File: src/rtl/uart_pkg.sv
// Shared types and helpers for the UART oversampling sampler: FSM states, decision-phase math, voting.
package uart_pkg;

    typedef enum logic [1:0] {
        IDLE = 2'd0,
        RUN  = 2'd1,
        DONE = 2'd2
    } sampler_state_e;

    localparam int MAX_VOTE = 32;

    // Phase at which the last sample of the centred window has been shifted in.
    function automatic int decision_phase(input int os, input int vw, input int cp);
        return (cp + vw / 2) % os;
    endfunction

    // True when that phase lies in the second bit period, so the first match after RUN entry is too early.
    function automatic logic decision_waits_wrap(input int os, input int vw, input int cp);
        return (cp + vw / 2) >= os;
    endfunction

    function automatic int popcount(input logic [MAX_VOTE-1:0] win);
        int cnt;
        cnt = 0;
        for (int i = 0; i < MAX_VOTE; i++) begin
            if (win[i]) cnt++;
        end
        return cnt;
    endfunction

    function automatic logic majority_vote(input logic [MAX_VOTE-1:0] win, input int width);
        return popcount(win) >= (width + 1) / 2;
    endfunction

endpackage

File: src/rtl/sync_ff_chain.sv
// Input synchroniser: DEPTH flops on clk_i, cleared by rst_i; DEPTH=0 passes d_i straight through.
module sync_ff_chain #(
    parameter int DEPTH = 2
) (
    input  logic clk_i,
    input  logic rst_i,
    input  logic d_i,
    output logic q_o
);

    generate
        if (DEPTH == 0) begin : g_bypass
            assign q_o = d_i;
        end else begin : g_chain
            logic [DEPTH-1:0] chain_q;

            always_ff @(posedge clk_i or posedge rst_i) begin
                if (rst_i) begin
                    chain_q <= '0;
                end else begin
                    chain_q <= (chain_q << 1) | DEPTH'(d_i);
                end
            end

            assign q_o = chain_q[DEPTH-1];
        end
    endgenerate

endmodule

File: src/rtl/uart_oversample_sampler.sv
// UART RX oversampling sampler: majority vote around a programmable phase, frame bit tracking.
// Define UART_SAMPLER_NOISE_FLAG_EN to build the non-unanimous-window noise flag; otherwise it is tied 0.
module uart_oversample_sampler
    import uart_pkg::*;
#(
    parameter int OVERSAMPLE   = 16,
    parameter int VOTE_WIDTH   = 5,
    parameter int CENTER_PHASE = 15,
    parameter int FRAME_BITS   = 10,
    parameter int SYNC_STAGES  = 2
) (
    input  logic                            clk,
    input  logic                            rst,
    input  logic                            enable,
    input  logic                            raw_data,
    output logic                            estimated_data,
    output logic                            estimate_ready,
    output logic [$clog2(FRAME_BITS+1)-1:0] bit_index,
    output logic                            frame_done,
    output logic                            noise_detected
);

    localparam int              PW         = $clog2(OVERSAMPLE);
    localparam int              BW         = $clog2(FRAME_BITS + 1);
    localparam logic [PW-1:0]   DEC_PHASE  = PW'(decision_phase(OVERSAMPLE, VOTE_WIDTH, CENTER_PHASE));
    localparam logic            WAIT_WRAP  = decision_waits_wrap(OVERSAMPLE, VOTE_WIDTH, CENTER_PHASE);
    localparam logic [PW-1:0]   LAST_PHASE = PW'(OVERSAMPLE - 1);
    localparam logic [BW-1:0]   LAST_BIT   = BW'(FRAME_BITS - 1);

    sampler_state_e        state_q, state_d;
    logic [PW-1:0]         phase_q, phase_d;
    logic                  wrapped_q, wrapped_d;
    logic [VOTE_WIDTH-1:0] window_q, window_d, win_next;
    logic [BW-1:0]         est_cnt_q, est_cnt_d;
    logic [BW-1:0]         bit_index_q, bit_index_d;
    logic                  data_q, data_d;
    logic                  ready_q, ready_d;
    logic                  done_q, done_d;
    logic                  sd, decide, vote;

    sync_ff_chain #(.DEPTH(SYNC_STAGES)) u_sync (
        .clk_i (clk),
        .rst_i (rst),
        .d_i   (raw_data),
        .q_o   (sd)
    );

    // The vote sees the sample arriving in the decision cycle, so the window is centred on CENTER_PHASE.
    assign win_next = (window_q << 1) | VOTE_WIDTH'(sd);
    assign vote     = majority_vote(MAX_VOTE'(win_next), VOTE_WIDTH);
    assign decide   = (state_q == RUN) && enable && (phase_q == DEC_PHASE) && (wrapped_q || !WAIT_WRAP);

    always_comb begin
        state_d     = state_q;
        phase_d     = phase_q;
        wrapped_d   = wrapped_q;
        window_d    = window_q;
        est_cnt_d   = est_cnt_q;
        bit_index_d = bit_index_q;
        data_d      = data_q;
        ready_d     = 1'b0;
        done_d      = 1'b0;
        if ((state_q == IDLE) || !enable) begin
            phase_d     = '0;
            wrapped_d   = 1'b0;
            window_d    = '0;
            est_cnt_d   = '0;
            bit_index_d = '0;
        end
        case (state_q)
            IDLE: if (enable) state_d = RUN;
            RUN: begin
                if (!enable) begin
                    state_d = IDLE;
                end else begin
                    phase_d   = (phase_q == LAST_PHASE) ? '0 : phase_q + PW'(1);
                    wrapped_d = wrapped_q | (phase_q == LAST_PHASE);
                    window_d  = win_next;
                    if (decide) begin
                        ready_d     = 1'b1;
                        data_d      = vote;
                        bit_index_d = est_cnt_q;
                        est_cnt_d   = est_cnt_q + BW'(1);
                        if (est_cnt_q == LAST_BIT) begin
                            done_d  = 1'b1;
                            state_d = DONE;
                        end
                    end
                end
            end
            DONE: if (!enable) state_d = IDLE;
            default: state_d = IDLE;
        endcase
    end

`ifdef UART_SAMPLER_NOISE_FLAG_EN
    logic noise_q, noise_d;
    int   ones;

    always_comb begin
        ones    = popcount(MAX_VOTE'(win_next));
        noise_d = decide && (ones != 0) && (ones != VOTE_WIDTH);
    end

    assign noise_detected = noise_q;
`else
    assign noise_detected = 1'b0;
`endif

    always_ff @(posedge clk or posedge rst) begin
        if (rst) begin
            state_q     <= IDLE;
            phase_q     <= '0;
            wrapped_q   <= 1'b0;
            window_q    <= '0;
            est_cnt_q   <= '0;
            bit_index_q <= '0;
            data_q      <= 1'b0;
            ready_q     <= 1'b0;
            done_q      <= 1'b0;
`ifdef UART_SAMPLER_NOISE_FLAG_EN
            noise_q     <= 1'b0;
`endif
        end else begin
            state_q     <= state_d;
            phase_q     <= phase_d;
            wrapped_q   <= wrapped_d;
            window_q    <= window_d;
            est_cnt_q   <= est_cnt_d;
            bit_index_q <= bit_index_d;
            data_q      <= data_d;
            ready_q     <= ready_d;
            done_q      <= done_d;
`ifdef UART_SAMPLER_NOISE_FLAG_EN
            noise_q     <= noise_d;
`endif
        end
    end

    assign estimated_data = data_q;
    assign estimate_ready = ready_q;
    assign bit_index      = bit_index_q;
    assign frame_done     = done_q;

endmodule

File: config.mk
export PLATFORM = sky130hd
export DESIGN_NAME = uart_oversample_sampler
export DESIGN_NICKNAME = d
export VERILOG_FILES = /design/src/rtl/uart_pkg.sv /design/src/rtl/sync_ff_chain.sv /design/src/rtl/uart_oversample_sampler.sv
export SDC_FILE = /design/constraint.sdc
export NUM_CORES = 1
export LEC_CHECK = 0
export CAP_MARGIN = 20
export CORE_ASPECT_RATIO = 1.2
export CORE_MARGIN = 4
export CORE_UTILIZATION = 48
export CTS_BUF_LIST = sky130_fd_sc_hd__clkbuf_4 sky130_fd_sc_hd__clkbuf_8
export CTS_CLUSTER_SIZE = 8
export DETAILED_ROUTE_END_ITERATION = 16
export DONT_BUFFER_PORTS = 1
export GPL_ROUTABILITY_DRIVEN = 1
export GPL_TIMING_DRIVEN = 0
export SLEW_MARGIN = 20
export SYNTH_ARGS = -nofsm -noshare
export SYNTH_HDL_FRONTEND = slang
export SYNTH_SLANG_ARGS = --single-unit
File: constraint.sdc
create_clock -name clk -period 4.05 [get_ports clk]
set_input_delay 1.0125 -clock clk [delete_from_list [all_inputs] [get_ports clk]]
set_output_delay 1.0125 -clock clk [all_outputs]
set_load 0.005 [all_outputs]
After elaboration in Yosys (flattened, before gate mapping)
Cells that the tools add are included.
Widths: inputs -> output; s select.
- bits in registers: 25
- output and inout bits: 8
- add/subtract/negate cells: 6
- $lt $le $gt $ge: 1
- eq/ne operators: 9
- mux-type cells: 36
- bitwise operators: 3
- reductions and logical operators: 8
- operators with widths (kind ; number):
    $add 32x2->32 const B ; 3
    $mux 32 ; 3
    $mux 4 ; 12
    $ge 32x3->1 const B ; 1
    $mux 5 ; 3
    $mux 2 ; 6
    $mux 1 ; 11
    $add 4x1->4 const B ; 2
    $eq 4x4->1 const B ; 2
    $pmux 2 s3 ; 1
    $or 5x1->5 ; 1
    $eq 4x1->1 const B ; 1
    $ne 2x2->1 const B ; 2
    $reduce_and 4->1 ; 1
    $logic_and 1x1->1 ; 3
    $ne 3x2->1 const B ; 1
    $ne 3x3->1 const B ; 1
    $reduce_and 3->1 ; 1
    $add 1x1->2 const B ; 1
    $eq 2x1->1 const B ; 1
    $eq 2x2->1 const B ; 1
    $logic_not 2->1 ; 1
    $or 2x1->2 ; 1
    $logic_not 1->1 ; 1
    2 further kinds ; 2

Depth between registers and ports, before layout
Gate-level depths: netlist (run 1).
- word-level depth: 11
- gate-level depth with buffers: 10

Hierarchy
A second synthesis (run 1) with hierarchy kept.
- cells, all modules: 130
- area total of the unflattened synthesis: 1295.0 um^2
- by module, submodules not included (module ; instances ; cells each ; area each (um^2) ; seq. area each (um^2)):
    uart_oversample_sampler ; 1 ; 127 ; 1241.2 ; 550.5
    sync_ff_chain ; 1 ; 3 ; 53.8 ; 50.0

Worst setup path after synthesis (run 1)
OpenSTA, ideal clock, no wires.
- kind: register to register
- start point: reg window_q[0]
- end point: reg data_q (netlist: estimated_data)
- library setup time: 135 ps
- arrival: 1733 ps
- required time: 3915 ps
- path slack: 2182 ps
- stages on the path, launching flop included: 10
- cells stage by stage: dfrtp_1 -> inv_1 -> ha_1 -> buf_2 -> xnor2_1 -> xnor2_1 -> ha_1 -> nand4_1 -> a2bb2oi_1 -> o31ai_1
- cells in the longest elaborated chain, start to end: 9
- ends and longest elaborated chain (what ; line ; text):
    start: declaration ; uart_oversample_sampler.sv:33 ; logic [VOTE_WIDTH-1:0] window_q, window_d, win_next;
    start signal: assignment ; uart_oversample_sampler.sv:128 ; window_q <= window_d;
    $or 5x1->5 (*) ; uart_oversample_sampler.sv:49 ; assign win_next = (window_q << 1) | VOTE_WIDTH'(sd);
    $mux 2 (*) ; uart_pkg.sv:26 ; if (win[i]) cnt++;
    $add 32x2->32 ; uart_pkg.sv:26 ;
    $mux 32 (*) ; uart_pkg.sv:26 ;
    $add 32x2->32 ; uart_pkg.sv:26 ;
    $mux 32 (*) ; uart_pkg.sv:26 ;
    $add 32x2->32 ; uart_pkg.sv:26 ;
    $mux 32 (*) ; uart_pkg.sv:26 ;
    $ge 32x3->1 (*) ; uart_pkg.sv:32 ; return popcount(win) >= (width + 1) / 2;
    end signal: assignment ; uart_oversample_sampler.sv:131 ; data_q <= data_d;
    end: declaration ; uart_oversample_sampler.sv:36 ; logic data_q, data_d;
Every way passes the cells marked *; elsewhere a longest branch is shown, timed or not.
A chain may end at the register's enable or synchronous reset.

Worst setup path after layout (run 1)
Ends and elaborated chain as after synthesis.

==> out/results.ini, run 1 <==
[routing]
via_count=1036
drt_first_pass_iters=6
wl_um=2710
drc=0
routedWlPerCell_um=14.8
vias_per_cell=5.66
drtAntennaViolNets=0
drtIter0Drc=17

[power]
p_switching_w=0.0000920
power.density_nw_per_um2=274
power_frac_seq=0.610
ir_drop_mv=0.195
p_sw_frac=0.229
internal_power_w=0.000309
comb_power_share=0.080
p_leak_nw=0.667
clkPwrFrac=0.310

[grt]
grt.total_usage=0.157
antenna_found_initial=0
grt_pass1_vias=1000
grt_pass1_wl_um=4690
grt.overflow.total=0
grt_max_degree=25

[finish]
drive_above_1_share=0.0872
fin_area_um2=1470
area_growth_syn_to_layout_pct=5.68
final_nets=163
antenna_cells=0

[synth]
ys_seq_area_frac=0.432
ys_top_cells_by_area=dfrtp_1, ha_1, o21ai_0
synth_ff_type=dfrtp_1
synth.avg_cell_area_um2=9.58
mappedNetlistNets=158
synth_cell_types=41
yosys_warnings=0
synth_edf_count=0
syn_area_um2=1390
netlist_top_cells_count=dfrtp_1, nand2_1, o21ai_0
synth_seq_cells=24
synth.top_cell.area_share=0.432
synth_most_common_cell=dfrtp_1
synthCells=145
async_flop_share=1.00
synth_area_leader_cell=dfrtp_1

[cts]
cts.path.max_buffers=2
cts_made_buffers=3
clock-sinks=24
clk_latency_ns=0.31
cts.hold.buffers_added=0
ctsHtreeMaxLevel=1
cts_tree=yes
cts_resized=0
clk_pin_slew_ns=0.13
cts_root_buf=clkbuf_4
post_cts_buffers=0

[floorplanning]
io_pins=12
coreArea_um2=2790
dieArea_um2=3820
die_w_um=57.1
initial_core_util=0.499
row_count=21
die_y_um=66.9

[sta]
setup_viol=0
relSlewSlack=0.391
finalHoldViolCount=0
fin_crit_sh=0.515
tightest_slew_ns=0.912
fmaxAchievable_mhz=480
maxSlewViolCount=0
rsz0062_at_grt=no
setup_slack_ns=1.97
setup_tns_ns=0
clock_skew_ns=0.00378
final.min_clock_period_ns=2.08

[worst_setup_path]
path_class=reg -> reg
worstPathRequired_ns=4.24
cp-start-kind=flip-flop
critPathMaxFanout=10
end_kind=flip-flop
cp_data_arrival_time_ns=2.28

[placed_design]
place_hpwl_um=1960
gp_congestion=0.874
place_ws_ns=1.92
numPortBuffers=0
placed_area_um2=1430

[job]
drv_cap=0

[outcome]
status=completed

[min_path]
hold_path.class=reg -> reg

stage by stage:
stage	hold slack [ns]	total power (W)	cells	util
after floorplan	0.331	0.000275	145	-
after CTS	0.389	0.000410	183	0.527
final	0.380	0.000401	183	0.527
after detailed placement	0.357	0.000282	179	0.514
after global placement	0.332	0.000281	179	0.514
after global routing	0.393	0.000425	183	0.527
layer usage:
| layer | GRT usage | routed length, µm | part of all wire | vias up |
|---|---|---|---|---|
| li1 | - | - | - | 511 |
| met1 | 0.180 | 1220 | 0.45 | 506 |
| met2 | 0.281 | 1380 | 0.51 | 15 |
| met3 | 0.0291 | 71 | 0.026 | 4 |
| met4 | 0.0696 | 40 | 0.015 | 0 |
| met5 | 0 | 0 | 0 | - |
power groups by stage:
stage / clock (W) / combinational (W) / sequential (W)
finish: 0.000125 / 0.0000319 / 0.000245
floorplan: 0 / 0.0000256 / 0.000249
global placement: 0 / 0.0000315 / 0.000249
detailed placement: 0 / 0.0000328 / 0.000250
global route: 0.000143 / 0.0000366 / 0.000246
CTS: 0.000132 / 0.0000328 / 0.000245
kinds of logic after synthesis:
logic type | count (synthesis) | share of synthesized area
adder cells (fa/ha/maj) | 9 | 0.0811
flip-flops | 24 | 0.432
AO/OA/AOI/OAI | 33 | 0.158
buffers and inverters | 20 | 0.0649
multiplexers | 4 | 0.0297
other | 1 | 0.00270
AND/OR/NAND/NOR | 51 | 0.213
XOR/XNOR | 3 | 0.0189
final cells by class:
cell class | count | area, µm²
fillers | 268 | 1320
clock buffers | 4 | 36.3
flip-flops and latches | 24 | 601
inverters | 9 | 33.8
plain buffers | 11 | 56.3
multi-input cells | 101 | 698
well taps | 34 | 42.5
final timing paths:
check | startpoint | end | slack (ns) | cells past startpoint
setup reg to reg | window_q[0]$_DFF_PP0_ | estimated_data$_DFFE_PP0P_ | 1.97 | 9
setup / recovery | window_q[0]$_DFF_PP0_ | estimated_data$_DFFE_PP0P_ | 1.97 | 9
min in group asynchronous | rst | estimated_data$_DFFE_PP0P_ | 0.77 | 1
hold / removal | u_sync.g_chain.chain_q[0]$_DFF_PP0_ | u_sync.g_chain.chain_q[1]$_DFF_PP0_ | 0.38 | 0
max in group asynchronous | rst | wrapped_q$_DFF_PP0_ | 2.72 | 1
hold reg to reg | u_sync.g_chain.chain_q[0]$_DFF_PP0_ | u_sync.g_chain.chain_q[1]$_DFF_PP0_ | 0.38 | 0
sequential cells by signal (all words and copies together), names as in the netlist:
signal                  flops
estimated_data              1
u_sync.g_chain.chain_q      2
window_q                    4
est_cnt_q                   4
estimate_ready              1
state_q                     2
phase_q                     4
frame_done                  1
wrapped_q                   1
bit_index                   4
critical path: stages, from the launching register on:
cell	delay [ns]
dfrtp_1	0.41
inv_1	0.10
ha_1	0.29
buf_2	0.18
xnor2_1	0.15
xnor2_1	0.21
ha_1	0.27
nand4_1	0.10
a2bb2oi_1	0.17
o31ai_1	0.10
layout by cell type, fill, tap and decap left out, types with 2 or more instances in the layout:
| master | count |
|---|---|
| dfrtp_1 | 24 |
| nor3_1 | 2 |
| nor3b_1 | 3 |
| xnor2_1 | 3 |
| nand3_1 | 3 |
| a21oi_1 | 2 |
| nand4b_1 | 2 |
| a211oi_1 | 2 |
| a22o_1 | 2 |
| a21o_1 | 2 |
| nand4bb_1 | 2 |
| mux2i_1 | 3 |
| clkbuf_1 | 3 |
| o21ai_0 | 14 |
| clkbuf_4 | 3 |
| and2_0 | 3 |
| buf_4 | 2 |
| a21boi_0 | 6 |
| ha_1 | 9 |
| buf_2 | 6 |
| nor2_1 | 4 |
| nand4_1 | 3 |
| nand2_1 | 18 |
| inv_1 | 9 |
Power figures use the tool's default switching activity.
==> inputs of run 2 (changes only) <==
==> constraint.sdc (replaced) <==
create_clock -name clk -period 1.95 [get_ports clk]
set_input_delay 0.4875 -clock clk [delete_from_list [all_inputs] [get_ports clk]]
set_output_delay 0.4875 -clock clk [all_outputs]
set_load 0.005 [all_outputs]
==> out/results.ini, run 2 (synthesized netlist as in run 1, its figures left out) <==
[cts]
cts_tree=yes
cts_root_buf=clkbuf_4
cts_made_buffers=3  ; unchanged
cts.path.max_buffers=2  ; unchanged
ctsHtreeMaxLevel=1  ; unchanged
clk_pin_slew_ns=0.13  ; about the same
clock-sinks=24  ; unchanged
clk_latency_ns=0.31  ; about the same

[min_path]
min_path_cells=0  ; unchanged
holdPathEnd=u_sync.g_chain.chain_q[0]$_DFF_PP0_
min_from=raw_data
hold_path.class=in -> reg

[worst_setup_path]
path_class=reg -> reg
ff2ff_setup_slack_ns=0.07  ; -1.90 ns
worstPathRequired_ns=2.14  ; -2.10 ns
r2r-end=estimated_data$_DFFE_PP0P_
critPathMaxFanout=4  ; -6
cp-start-kind=flip-flop
critPathBufInv=1  ; -1
worst_r2r_path_depth=10  ; +1
end_kind=flip-flop
max_stage_delay_ns=0.42  ; about the same
crit_slowest_cell=dfrtp_1
crit_chain=buf_6 -> ha_4 -> mux2i_1 -> xnor2_1 -> nand2_1 -> o21ai_2 -> ha_1 -> nand4_1 -> a2bb2oi_1 -> o31ai_1
cp_data_arrival_time_ns=2.07  ; -0.21 ns
regToRegStartpoint=window_q[0]$_DFF_PP0_
cpLargestDelayFamily=flip-flops

[routing]
drtIter0Drc=41  ; +24
via_count=1040  ; +0.39%
vias_per_cell=5.59  ; -1.2%
drc=0  ; unchanged
drt_first_pass_iters=4  ; -2
routedWlPerCell_um=14.8  ; -0.38%
drtAntennaViolNets=0  ; unchanged
wl_um=2750  ; +1.3%

[finish]
final_cell_mix=dfrtp_1, nand2_1, o21ai_0
drive_above_1_share=0.151  ; +0.0641
layout_commonest_cell=dfrtp_1
final_nets=166  ; +1.8%
antenna_cells=0  ; unchanged
area_growth_syn_to_layout_pct=11.4

[sta]
fmaxAchievable_mhz=531  ; +11%
clock_skew_ns=0.00280  ; -0.000977 ns
holdWs_ns=0.191  ; -0.189 ns
final.min_clock_period_ns=1.88  ; -0.202 ns
tightest_slew_ns=0.912  ; +0.0000537 ns
setup_viol=0  ; unchanged
fin_crit_sh=0.966  ; +0.451
rsz0062_at_grt=no
maxSlewViolCount=0  ; unchanged
finalHoldViolCount=0  ; unchanged
relSlewSlack=0.391  ; about the same

[placed_design]
place_hpwl_um=1960  ; unchanged
numPortBuffers=0  ; unchanged
gp_congestion=0.874  ; unchanged

[floorplanning]
row_count=21  ; unchanged
dieArea_um2=3820  ; unchanged
io_pins=12  ; unchanged
initial_core_util=0.499  ; unchanged
die_y_um=66.9  ; unchanged
die_w_um=57.1  ; unchanged
coreArea_um2=2790  ; unchanged

[power]
p_total_w=0.000852  ; +110%
p_sw_frac=0.229  ; about the same
internal_power_w=0.000657  ; +110%
ir_drop_mv=0.401  ; +110%
p_switching_w=0.000195  ; +110%
comb_power_share=0.101  ; +0.021
p_leak_nw=0.695  ; +4.2%
clkPwrFrac=0.302  ; -0.008
power.density_nw_per_um2=551  ; +100%
power_frac_seq=0.597  ; -0.013

[grt]
grt.total_usage=0.162  ; +0.00489
grt.overflow.total=0  ; unchanged
grt_max_degree=25  ; unchanged
grt_pass1_wl_um=4840  ; +3.2%
antenna_found_initial=0  ; unchanged
grt_pass1_vias=1035  ; +3.5%

[outcome]
status=completed

[job]
drv_cap=0  ; unchanged

## run 2: timing repair
item	CTS	global route
resized for setup	7	7
buffers inserted	3	1
hold buffers	0	0
endpoints found under the setup margin	1	1
pin swaps	2	4
## run 2: layout make-up
type                       count  area [µm²]
tap                           34        42.5
clock buffer                   4        36.3
buffer                        10        53.8
inverter                       9        33.8
fill                         259        1240
sequential                    24         601
timing repair buffer           4        37.5
multi-input combinational    101         742
## run 2: layer usage
metal,track usage,up-vias,routed length (µm)
met5,0,-,0
met4,0.0696,0,38
met3,0.0291,4,98
met2,0.290,18,1410
met1,0.187,501,1200
li1,-,517,-
## run 2: worst max-delay path by stage
stage | start | end | slack (ns) | cells past startpoint
2_1_floorplan | window_q[0]$_DFF_PP0_ | estimated_data$_DFFE_PP0P_ | 0.08 | 9
3_3_place_gp | window_q[0]$_DFF_PP0_ | estimated_data$_DFFE_PP0P_ | -0.02 | 9
3_5_place_dp | window_q[0]$_DFF_PP0_ | estimated_data$_DFFE_PP0P_ | -0.09 | 9
4_1_cts | window_q[0]$_DFF_PP0_ | estimated_data$_DFFE_PP0P_ | 0.01 | 10
5_1_grt | window_q[0]$_DFF_PP0_ | estimated_data$_DFFE_PP0P_ | 0.006 | 10
6_report | window_q[0]$_DFF_PP0_ | estimated_data$_DFFE_PP0P_ | 0.07 | 10
## run 2: power by group through the flow
stage               logic (W)  registers, W  clock network (W)
global route        0.0000965      0.000510           0.000296
floorplan           0.0000532      0.000517                  0
detailed placement  0.0000681      0.000518                  0
global placement    0.0000654      0.000518                  0
CTS                 0.0000801      0.000508           0.000274
finish              0.0000857      0.000509           0.000258
## run 2: metrics by stage
| step | instances | TNS, ns | area (µm²) | utilization | setup WS [ns] |
|---|---|---|---|---|---|
| finish | 186 | 0 | 1550 | 0.555 | 0.0670 |
| global route | 186 | 0 | 1550 | 0.555 | 0.00562 |
| CTS | 186 | 0 | 1510 | 0.543 | 0.0131 |
| detailed placement | 179 | -0.0927 | 1430 | 0.514 | -0.0927 |
| global placement | 179 | -0.0183 | 1430 | 0.514 | -0.0183 |
| floorplan | 145 | 0 | 1390 | - | 0.0825 |
==> inputs of run 3 (changes only) <==
--- a/config.mk
+++ b/config.mk
@@ -7,14 +7,16 @@
 export LEC_CHECK = 0
 export CAP_MARGIN = 20
 export CORE_ASPECT_RATIO = 1.2
-export CORE_MARGIN = 4
+export CORE_MARGIN = 2
 export CORE_UTILIZATION = 48
 export CTS_BUF_LIST = sky130_fd_sc_hd__clkbuf_4 sky130_fd_sc_hd__clkbuf_8
+export CTS_CLUSTER_DIAMETER = 80
 export CTS_CLUSTER_SIZE = 8
 export DETAILED_ROUTE_END_ITERATION = 16
 export DONT_BUFFER_PORTS = 1
 export GPL_ROUTABILITY_DRIVEN = 1
 export GPL_TIMING_DRIVEN = 0
+export SETUP_SLACK_MARGIN = 0.5
 export SLEW_MARGIN = 20
 export SYNTH_ARGS = -nofsm -noshare
 export SYNTH_HDL_FRONTEND = slang
==> out/results.ini, run 3 (synthesized netlist as in run 1, its figures left out) <==
[outcome]
status=completed

[placed_design]
place_hpwl_um=1930  ; -1.6%
numPortBuffers=0  ; unchanged
gp_congestion=0.821  ; -6.0%
placed_area_um2=1460  ; +2.0%

[grt]
grt_pass1_wl_um=4780  ; -1.3%
grt.total_usage=0.192  ; +0.0299
grt.overflow.total=0  ; unchanged
grt_pass1_vias=1077  ; +4.1%
antenna_found_initial=0  ; unchanged
grt_max_degree=25  ; unchanged

[worst_setup_path]
path_class=reg -> reg
cp-start-kind=flip-flop
worst_r2r_path_depth=9  ; -1
critPathMaxFanout=5  ; +1
regToRegStartpoint=u_sync.g_chain.chain_q[1]$_DFF_PP0_
end_kind=flip-flop
r2r-end=estimated_data$_DFFE_PP0P_
worstPathRequired_ns=2.16  ; +0.02 ns
ff2ff_setup_slack_ns=0.08  ; about the same
cp_data_arrival_time_ns=2.08  ; about the same

[power]
power_frac_seq=0.514  ; -0.083
power.density_nw_per_um2=556  ; +0.85%
ir_drop_mv=0.557  ; +39%
comb_power_share=0.109  ; +0.008
internal_power_w=0.000765  ; +16%
p_switching_w=0.000224  ; +15%
p_leak_nw=0.788  ; +13%
p_total_w=0.000989  ; +16%
p_sw_frac=0.226  ; -0.00287
clkPwrFrac=0.377  ; +0.075

[sta]
holdWs_ns=0.176  ; -0.0148 ns
relSlewSlack=0.383  ; -0.00800
fmaxAchievable_mhz=534  ; +0.47%
setup_viol=0  ; unchanged
clock_skew_ns=0.0155  ; +0.0127 ns
tightest_slew_ns=0.924  ; +0.0120 ns
rsz0062_at_grt=yes
maxSlewViolCount=0  ; unchanged
final.min_clock_period_ns=1.87  ; -0.00879 ns
fin_crit_sh=0.961  ; -0.00451
finalHoldViolCount=0  ; unchanged

[cts]
cts.hold.buffers_added=0  ; unchanged
ctsHtreeMaxLevel=1  ; unchanged
clock-sinks=24  ; unchanged
clk_pin_slew_ns=0.13  ; about the same
cts_root_buf=clkbuf_4
clk_latency_ns=0.33  ; +0.02 ns
cts_tree=yes
cts_made_buffers=3  ; unchanged
cts.path.max_buffers=2  ; unchanged

[routing]
drtAntennaViolNets=0  ; unchanged
drtIter0Drc=27  ; -34%
via_count=1106  ; +6.3%
routedWlPerCell_um=15.3  ; +3.3%
drt_first_pass_iters=4  ; unchanged
wl_um=2980  ; +8.3%
drc=0  ; unchanged
vias_per_cell=5.67  ; +1.4%

[finish]
antenna_cells=0  ; unchanged
layout_commonest_cell=dfrtp_1
final_nets=175  ; +5.4%
fill_cells=250  ; -3.5%
finish.utilization=0.639  ; +0.0836
final_cell_mix=dfrtp_1, nand2_1, buf_4
area_growth_syn_to_layout_pct=28.1
drive_above_1_share=0.348  ; +0.197
fin_area_um2=1780  ; +15%

[floorplanning]
io_pins=12  ; unchanged
die_w_um=53.1  ; -7.0%
initial_core_util=0.499  ; unchanged
dieArea_um2=3340  ; -13%
die_y_um=62.9  ; -6.0%
coreArea_um2=2790  ; unchanged
row_count=21  ; unchanged

[min_path]
min_from=raw_data
holdPathEnd=u_sync.g_chain.chain_q[0]$_DFF_PP0_
min_path_cells=0  ; unchanged
hold_path.class=in -> reg

[job]
drv_cap=0  ; unchanged

==> run 3: cell types whose count changed in the layout (fill, tap and decap cells not counted), sizes merged <==
| cell | before | now |
|---|---|---|
| buf | 10 | 19 |
| bufinv | 0 | 1 |
| clkbuf | 8 | 7 |
==> run 3: stage by stage <==
step | TNS, ns | cells | setup WS [ns]
floorplan | 0 | 145 | 0.155
global placement | 0 | 179 | 0.0690
detailed placement | 0 | 179 | 0.0376
CTS | 0 | 192 | 0.0491
global route | -0.00337 | 195 | -0.00337
finish | 0 | 195 | 0.0758
==> run 3: layout make-up <==
class	count	area [µm²]	area share
buffer	11	73.8	0.0415
clock buffer	3	22.5	0.0127
clock inverter	1	30.0	0.0169
inverter	9	33.8	0.0190
multi-input combinational	101	862	0.485
sequential	24	601	0.338
tap	34	42.5	0.0239
timing repair buffer	12	114	0.0640
==> run 3: worst max path at each step <==
stage,slack [ns],end,cells past startpoint,from
2_1_floorplan,0.15,estimated_data$_DFFE_PP0P_,9,window_q[0]$_DFF_PP0_
3_3_place_gp,0.07,estimated_data$_DFFE_PP0P_,9,window_q[0]$_DFF_PP0_
3_5_place_dp,0.04,estimated_data$_DFFE_PP0P_,9,window_q[0]$_DFF_PP0_
4_1_cts,0.05,estimated_data$_DFFE_PP0P_,9,u_sync.g_chain.chain_q[1]$_DFF_PP0_
5_1_grt,-0.003,estimated_data$_DFFE_PP0P_,9,u_sync.g_chain.chain_q[1]$_DFF_PP0_
6_report,0.08,estimated_data$_DFFE_PP0P_,9,u_sync.g_chain.chain_q[1]$_DFF_PP0_
==> run 3: metal layers <==
| metal | up-vias | GRT usage | wire [µm] |
|---|---|---|---|
| li1 | 536 | - | - |
| met1 | 540 | 0.234 | 1310 |
| met2 | 21 | 0.328 | 1550 |
| met3 | 9 | 0.0359 | 80 |
| met4 | 0 | 0.0673 | 42 |
| met5 | - | 0 | 0 |
==> run 3: power by group through the flow <==
stage | registers, W | logic, W | clock network [W]
after detailed placement | 0.000519 | 0.0000760 | 0
after CTS | 0.000508 | 0.0000947 | 0.000376
after global placement | 0.000518 | 0.0000724 | 0
after global routing | 0.000509 | 0.000117 | 0.000397
final | 0.000508 | 0.000108 | 0.000373
after floorplan | 0.000517 | 0.0000607 | 0
==> run 3: worst max-delay path, stage by stage (launching register included) <==
cell and delay, ns:
dfrtp_1 0.43, inv_2 0.11, ha_4 0.21, buf_6 0.13
xnor2_2 0.17, xnor2_2 0.15, ha_1 0.25, nand4_1 0.11
a2bb2oi_2 0.13, o31ai_1 0.07
==> run 3: what timing repair did <==
| item | CTS | global route |
|---|---|---|
| pin swaps | 18 | 9 |
| resized for setup | 27 | 24 |
| setup buffers | 9 | 3 |
| endpoints found under the setup margin | 11 | 22 |
